## src/rtl/switch_debouncer_de2.sv

```systemverilog
// Synchronises and debounces the DE2 slide switches feeding the full adder
// operands, with per-bit edge pulses and a startup-valid flag.
module switch_debouncer_de2 #(
  parameter int WIDTH           = 3,
  parameter int SYNC_STAGES     = 2,
  parameter int DEBOUNCE_CYCLES = 500000
) (
  input  logic             CLOCK_50,
  input  logic             RESET,
  input  logic [WIDTH-1:0] SW_IN,
  output logic [WIDTH-1:0] SW_OUT,
  output logic [WIDTH-1:0] SW_RISE,
  output logic [WIDTH-1:0] SW_FALL,
  output logic             SW_VALID
);

  localparam int CNT_W        = $clog2(DEBOUNCE_CYCLES + 1);
  localparam int START_CYCLES = SYNC_STAGES + DEBOUNCE_CYCLES;
  localparam int START_W      = $clog2(START_CYCLES + 1);

  localparam logic [CNT_W-1:0]   CNT_LAST   = CNT_W'(DEBOUNCE_CYCLES - 1);
  localparam logic [CNT_W-1:0]   CNT_ONE    = CNT_W'(1);
  localparam logic [START_W-1:0] START_LAST = START_W'(START_CYCLES - 1);
  localparam logic [START_W-1:0] START_ONE  = START_W'(1);

  localparam logic [0:0] STABLE  = 1'b0;
  localparam logic [0:0] PENDING = 1'b1;

  logic [WIDTH-1:0] sync_chain [SYNC_STAGES];
  logic [WIDTH-1:0] s;
  logic [0:0]       state      [WIDTH];
  logic [0:0]       state_next [WIDTH];
  logic [CNT_W-1:0] cnt        [WIDTH];
  logic [CNT_W-1:0] cnt_next   [WIDTH];
  logic [WIDTH-1:0] done;
  logic [START_W-1:0] start_cnt;

  assign s = sync_chain[SYNC_STAGES-1];

  always_ff @(posedge CLOCK_50 or posedge RESET) begin
    if (RESET) begin
      for (int k = 0; k < SYNC_STAGES; k++) begin
        sync_chain[k] <= {WIDTH{1'b0}};
      end
    end else begin
      sync_chain[0] <= SW_IN;
      for (int k = 1; k < SYNC_STAGES; k++) begin
        sync_chain[k] <= sync_chain[k-1];
      end
    end
  end

  // done[i] marks the edge that completes the required mismatch run;
  // with DEBOUNCE_CYCLES=1 that is already the first mismatch seen in STABLE.
  always_comb begin
    for (int i = 0; i < WIDTH; i++) begin
      state_next[i] = state[i];
      cnt_next[i]   = cnt[i];
      done[i]       = 1'b0;
      case (state[i])
        STABLE: begin
          if (s[i] != SW_OUT[i]) begin
            if (cnt[i] == CNT_LAST) begin
              done[i] = 1'b1;
            end else begin
              state_next[i] = PENDING;
              cnt_next[i]   = CNT_ONE;
            end
          end else begin
            cnt_next[i] = {CNT_W{1'b0}};
          end
        end
        PENDING: begin
          if (s[i] == SW_OUT[i]) begin
            state_next[i] = STABLE;
            cnt_next[i]   = {CNT_W{1'b0}};
          end else if (cnt[i] == CNT_LAST) begin
            done[i]       = 1'b1;
            state_next[i] = STABLE;
            cnt_next[i]   = {CNT_W{1'b0}};
          end else begin
            cnt_next[i] = cnt[i] + CNT_ONE;
          end
        end
        default: begin
          state_next[i] = STABLE;
          cnt_next[i]   = {CNT_W{1'b0}};
        end
      endcase
    end
  end

  always_ff @(posedge CLOCK_50 or posedge RESET) begin
    if (RESET) begin
      for (int i = 0; i < WIDTH; i++) begin
        state[i] <= STABLE;
        cnt[i]   <= {CNT_W{1'b0}};
      end
      SW_OUT  <= {WIDTH{1'b0}};
      SW_RISE <= {WIDTH{1'b0}};
      SW_FALL <= {WIDTH{1'b0}};
    end else begin
      for (int i = 0; i < WIDTH; i++) begin
        state[i] <= state_next[i];
        cnt[i]   <= cnt_next[i];
      end
      SW_OUT  <= SW_OUT ^ done;
      // Pulses are gated by the flag as it stood before this edge.
      SW_RISE <= done & s & {WIDTH{SW_VALID}};
      SW_FALL <= done & ~s & {WIDTH{SW_VALID}};
    end
  end

  always_ff @(posedge CLOCK_50 or posedge RESET) begin
    if (RESET) begin
      start_cnt <= {START_W{1'b0}};
      SW_VALID  <= 1'b0;
    end else if (!SW_VALID) begin
      if (start_cnt == START_LAST) begin
        SW_VALID <= 1'b1;
      end else begin
        start_cnt <= start_cnt + START_ONE;
      end
    end else begin
      SW_VALID <= 1'b1;
    end
  end

endmodule
```

## config.mk

```make
export PLATFORM = sky130hd
export DESIGN_NAME = switch_debouncer_de2
export DESIGN_NICKNAME = d
export VERILOG_FILES = /design/src/rtl/switch_debouncer_de2.sv
export SDC_FILE = /design/constraint.sdc
export NUM_CORES = 1
export LEC_CHECK = 0
export CORE_MARGIN = 3
export CORE_UTILIZATION = 55
export CTS_CLUSTER_DIAMETER = 30
export DETAILED_ROUTE_END_ITERATION = 16
export MAX_ROUTING_LAYER = met4
export PLACE_DENSITY = 0.77
export SKIP_LAST_GASP = 1
export SLEW_MARGIN = 20
export SYNTH_ARGS = -nofsm -noshare
export SYNTH_HDL_FRONTEND = slang
export SYNTH_SLANG_ARGS = --single-unit
```

## constraint.sdc

```tcl
create_clock -name CLOCK_50 -period 2.9 [get_ports CLOCK_50]
set_input_delay 0.58 -clock CLOCK_50 [delete_from_list [all_inputs] [get_ports CLOCK_50]]
set_output_delay 0.58 -clock CLOCK_50 [all_outputs]
set_load 0.02 [all_outputs]
```

==> metrics.cfg, run 1 <==
[logic_synthesis]
syn_nets = 459
synthArstFlopShare_pct = 100.0
synth-adder-area-share_pct = 1.368
syn_area_per_cell_um2 = 10.19
yosysWarnings = 0
synthesis.instances = 449
syn-cell-area_um2 = 4574
muxShareOfSynthArea_pct = 0.7112
synth_compound_area_share_pct = 4.923
seq_area_frac_synth_pct = 51.97
synth_top_area_share_pct = 51.97
synth.distinct_cells = 49
yosysMostFrequentCell = dfrtp_1
synthFlopType = dfrtp_1
synth_top_cell_by_area = dfrtp_1
synth_top_family_by_area = simple AND/OR/NAND/NOR gates
synthTopCellsByArea = dfrtp_1, xor2_1, xnor2_1
synth_commonest_cells = dfrtp_1, nor2_1, nand2_1
synth_xor_area_share_pct = 12.83
synth_seq_cells = 95
synthSimpleGateAreaFrac_pct = 26.42
synth_edf_count = 0

[worst_setup_path]
required_ns = 2.32
slowest_stage = clkdlybuf4s50_1
crit_arrival_ns = 1.62
r2r-end = cnt[1]
rrSetupSlack_ns = 0.74
r2r-start = cnt[0]
crit_type = flip-flop to primary output
cp_max_fo = 10
r2r_cells = 6
crit_path_cell_trace = clkdlybuf4s50_1
cpPeakStageDelay_ns = 0.69
path_buf_inv = 1
crit_family = buffers and inverters
end_kind = primary output
worst_setup_path_start_kind = flip-flop

[power_and_ir_drop]
p_total_uw = 2367
powerDensity_nw_per_um2 = 468.5
leakage_uw = 0.002045
ir_drop_mv = 0.3856

[sta]
tightest_slew_ns = 0.6352
setup_viol = 0
drv_slew = 0
final.period_utilization_pct = 75.76
rsz0062_at_grt = no
finalSetupTns_ns = 0
skew_ns = 0.01368
fin_crit_ns = 2.197
relSlewSlack_pct = 57.06
finalHoldViolCount = 0
clock.fmax_mhz = 455.2

[global_route]
antenna_found_initial = 0
grt_use_total_pct = 19.68
gr-total-overflow = 0
grt_max_degree = 96
grt_pass1_wl_um = 15040
grt_pass1_vias = 3245

[die]
dieArea_um2 = 9447
io_pins = 15
die_h_um = 97.20
fp.dieW_um = 97.20
rows = 32
core_um2 = 7888
initial_core_util_pct = 57.99

[clock_tree]
clk_pin_slew_ns = 0.09
root_buffer = clkbuf_8
cts_resized = 0
numCtsBuffers = 9
cts_htree_levels = 3
cts_setup_buffers = 0
hold_buffers = 0
clockBufferDepth = 2
cts.sinks = 95
cts_tree = done
clk_latency_ns = 0.35

[drt]
routed_wl_um = 8289
drcViolationCount = 0
drt_iter0_drc = 129
dr.pass1.iters = 4
avgRoutedWirePerCell_um = 14.42
vias_per_cell = 5.635
vias = 3240
antenna_left = 0

[place]
dpl_cell_area_um2 = 4833
routabilityCongestion = 0.8417
portBuffers = 14
place_inst = 559
hpwl_um = 5771

[min_path]
min_from = sync_chain[3]
min_path_cells = 0
hp-class = flip-flop to flip-flop
holdPathEnd = s[0]

[run]
drv_cap = 0

[layout]
nFillCells = 622
drive_above_1_share_pct = 7.188
final_area_um2 = 5052
instances_no_fill = 575
syn2layout_area_growth_pct = 10.45
num_antenna_cells = 0
nets = 478

[run_status]
status = finished clean

-- layout by cell type, fill, tap and decap left out, types with 6 or more instances in the layout --
master,Yosys,layout
nor2_1,51,51
nand3_1,37,37
clkbuf_8,0,9
a21oi_1,10,10
nor3b_1,6,6
nor3_1,13,13
inv_1,11,10
nand2_1,39,39
xnor2_1,33,33
clkdlybuf4s50_1,0,14
xor2_1,34,34
and4_1,8,8
nand4_1,16,16
o21ai_0,14,14
dfrtp_1,95,95
-- report_power, final --
group,switching (µW),internal (µW),total [µW],leakage (µW)
logic,48.6,21.8,70.3,0.000648
clock network,455,493,948,0.000111
registers,13.6,1340,1350,0.00129
total,517,1850,2370,0.00204
-- layer usage --
| layer | share of wire, % | track usage [%] |
|---|---|---|
| met5 | 0 | - |
| met4 | 1.2 | 5.832 |
| met3 | 3.7 | 4.738 |
| met2 | 47 | 29.99 |
| met1 | 48 | 26.41 |
-- area by class of cell --
type                       instances  area, µm²  area share, %
clock inverter                     6      91.34          1.808
clock buffer                      10      127.6          2.526
timing repair buffer              16      167.7          3.318
tap                              102      127.6          2.526
sequential                        95       2377          47.05
inverter                          11      45.04         0.8915
multi-input combinational        335       2116          41.88
-- metrics by stage --
stage | worst slack [ns] | util, % | hold WS [ns]
3_5_place_dp | 0.7552 | 61.28 | 0.3358
6_report | 0.7030 | 64.05 | 0.3454
2_1_floorplan | 0.9064 | - | 0.3312
3_3_place_gp | 0.8239 | 61.28 | 0.3321
4_1_cts | 0.6715 | 64.05 | 0.3365
5_1_grt | 0.5910 | 64.05 | 0.3526
-- registers in the layout, summed over array words and instances, names as in the netlist --
register and count:
cnt 57, start_cnt 19, SW_FALL 3, SW_OUT 3, SW_RISE 3, s 3
state 3, sync_chain 3, SW_VALID 1
-- cell families (layout without fill, tap and decap cells) --
kind of cell	count (synthesis)	after routing
XOR/XNOR	67	67
AND/OR/NAND/NOR	222	222
multiplexers	3	3
AO/OA/AOI/OAI	38	38
flip-flops	95	95
adder cells (fa/ha/maj)	5	5
buffers and inverters	19	43
-- worst max-delay path by stage --
stage | start | endpoint | slack [ns] | depth (start not counted)
2_1_floorplan | cnt[0] | cnt[1] | 0.91 | 7
3_3_place_gp | cnt[26] | cnt[34] | 0.82 | 5
3_5_place_dp | cnt[0] | cnt[1] | 0.76 | 6
4_1_cts | SW_VALID | SW_VALID | 0.67 | 1
5_1_grt | SW_VALID | SW_VALID | 0.59 | 1
6_report | SW_VALID | SW_VALID | 0.70 | 1
(Power assumes the default switching activity.)
==> run 2, diff against run 1 <==
PLACE_DENSITY = 0.74   (was 0.77)
clock period = 2.1 ns   (was 2.9 ns; I/O delays follow)
==> run 2 against run 1 <==
Net effect: non-clock buffer count rose by 14; register-to-register slack worse by 0.66 ns; clock skew is 0.0046 ns lower; highest routed layer unchanged.
==> metrics.cfg, run 2 (same netlist as run 1, synthesis figures left out) <==
[run_status]
status = finished clean  ; unchanged

[die]
rows = 32  ; unchanged
io_pins = 15  ; unchanged
die_h_um = 97.20  ; unchanged
fp.dieW_um = 97.20  ; unchanged
core_um2 = 7888  ; unchanged
initial_core_util_pct = 57.99  ; unchanged
dieArea_um2 = 9447  ; unchanged

[worst_setup_path]
crit_arrival_ns = 2.31  ; was 1.62 ns
cp_max_fo = 6  ; was 10
r2r-end = cnt[1]  ; unchanged
required_ns = 2.39  ; was 2.32 ns
r2r-start = cnt[0]  ; unchanged
worst_setup_path_start_kind = flip-flop  ; unchanged
r2r_cells = 6  ; unchanged
end_kind = flip-flop  ; was primary output
crit_type = flip-flop to flip-flop  ; was flip-flop to primary output
rrSetupSlack_ns = 0.08  ; was 0.74 ns

[global_route]
gr-total-overflow = 0  ; unchanged
grt_pass1_vias = 3267  ; was 3,245
antenna_found_initial = 0  ; unchanged
grt_max_degree = 33  ; was 96
grt_pass1_wl_um = 14900  ; was 15,040 µm
grt_use_total_pct = 19.49  ; was 19.68%

[place]
routabilityCongestion = 0.8702  ; was 0.8417
place_inst = 573  ; was 559
hpwl_um = 5902  ; was 5771 µm
portBuffers = 14  ; unchanged

[layout]
instances_no_fill = 589  ; was 575
drive_above_1_share_pct = 10.06  ; was 7.188%
num_antenna_cells = 0  ; unchanged
nets = 492  ; was 478
layout_commonest_cell = dfrtp_1  ; unchanged
largest_register = cnt  ; unchanged
mostFrequentLayoutCells = dfrtp_1, nor2_1, nand2_1  ; unchanged
largest_reg_flops = 57  ; unchanged
top_regs = cnt x57, start_cnt x19  ; unchanged
syn2layout_area_growth_pct = 12.99  ; was 10.45%

[sta]
finalHoldViolCount = 0  ; unchanged
drv_slew = 0  ; unchanged
relSlewSlack_pct = 62.94  ; was 57.06%
fin_crit_ns = 2.019
setup_viol = 0  ; unchanged
final.period_utilization_pct = 96.16
skew_ns = 0.009117  ; was 0.01368 ns
rsz0062_at_grt = no  ; unchanged
finalSetupTns_ns = 0  ; unchanged
clock.fmax_mhz = 495.2
tightest_slew_ns = 0.5533  ; was 0.6352 ns

[drt]
vias_per_cell = 5.606  ; was 5.635
drt_iter0_drc = 110  ; was 129
vias = 3302  ; was 3,240
dr.pass1.iters = 4  ; unchanged
routed_wl_um = 8527  ; was 8289 µm
antenna_left = 0  ; unchanged
avgRoutedWirePerCell_um = 14.48  ; was 14.42 µm
drcViolationCount = 0  ; unchanged

[run]
drv_cap = 0  ; unchanged

[clock_tree]
cts_tree = done  ; unchanged
clk_pin_slew_ns = 0.10  ; was 0.09 ns
cts_htree_levels = 3  ; unchanged
cts_resized = 0  ; unchanged
cts_setup_buffers = 0  ; unchanged
numCtsBuffers = 9  ; unchanged
clockBufferDepth = 2  ; unchanged
cts.sinks = 95  ; unchanged
root_buffer = clkbuf_8  ; unchanged
clk_latency_ns = 0.36  ; was 0.35 ns
hold_buffers = 0  ; unchanged

[power_and_ir_drop]
leakage_uw = 0.002103  ; was 0.002045 µW
ir_drop_mv = 0.3412  ; was 0.3856 mV
powerDensity_nw_per_um2 = 620.5  ; was 468.5 nW/µm²

[min_path]
min_path_cells = 0  ; unchanged
min_from = sync_chain[5]  ; was sync_chain[3]
holdPathEnd = s[2]  ; was s[0]
hp-class = flip-flop to flip-flop  ; unchanged

## run 2: worst max-delay path by stage
stage / slack [ns] / depth (start not counted) / from / end
after detailed placement: 0.06 / 6 / cnt[38] / cnt[55]
after floorplan: 0.11 / 7 / cnt[0] / cnt[1]
after global routing: 0.008 / 6 / cnt[38] / cnt[55]
final: 0.08 / 6 / cnt[0] / cnt[1]
after global placement: 0.18 / 6 / cnt[0] / cnt[1]
after CTS: 0.03 / 1 / SW_VALID / SW_VALID
## run 2: area by class of cell
| cell class | instances | area, µm² |
|---|---|---|
| Clock buffer | 11 | 131.4 |
| Timing Repair Buffer | 30 | 297.8 |
| Fill cell | 625 | 2719 |
| Clock inverter | 5 | 66.31 |
| Inverter | 11 | 45.04 |
| Sequential cell | 95 | 2379 |
| Tap cell | 102 | 127.6 |
| Multi-Input combinational cell | 335 | 2122 |
## run 2: worst max-delay path, cell delays in order (launching register included)
cell and delay, ns:
dfrtp_1 0.42, ha_1 0.25, and4_4 0.28, nand3_4 0.10
or3_1 0.37, or3b_1 0.38, a21oi_2 0.14
## run 2: metrics by stage
step | utilization, % | cell area (µm²) | hold slack, ns | total power, µW | setup slack [ns]
2_1_floorplan | - | 4578 | 0.3312 | 1964 | 0.1064
3_3_place_gp | 62.93 | 4964 | 0.3354 | 2011 | 0.1795
3_5_place_dp | 62.93 | 4964 | 0.3419 | 2014 | 0.05503
4_1_cts | 65.43 | 5161 | 0.3655 | 3236 | 0.03406
5_1_grt | 65.53 | 5169 | 0.3671 | 3335 | 0.007633
6_report | 65.53 | 5169 | 0.3652 | 3207 | 0.08057
## run 2: report_power, final
part	leakage (µW)	switching (µW)	internal (µW)
Sequential	0.00128	18.8	1840
Combinational	0.000723	70.6	41.9
Clock	0.0000961	665	567
## run 2: layer usage
layer | routed length (µm) | vias to the layer above | track usage [%]
met1 | 4196 | 1605 | 26.55
met3 | 298 | 3 | 4.810
met5 | 0 | - | -
li1 | - | 1638 | -
met4 | 31 | 0 | 4.320
met2 | 4000 | 56 | 29.88
==> run 3, diff against run 2 <==
CAP_MARGIN = 20   (was not set)
CTS_CLUSTER_SIZE = 28   (was not set)
==> results of run 3 <==
Final layout, timing and power as in run 2 (identical DEF).
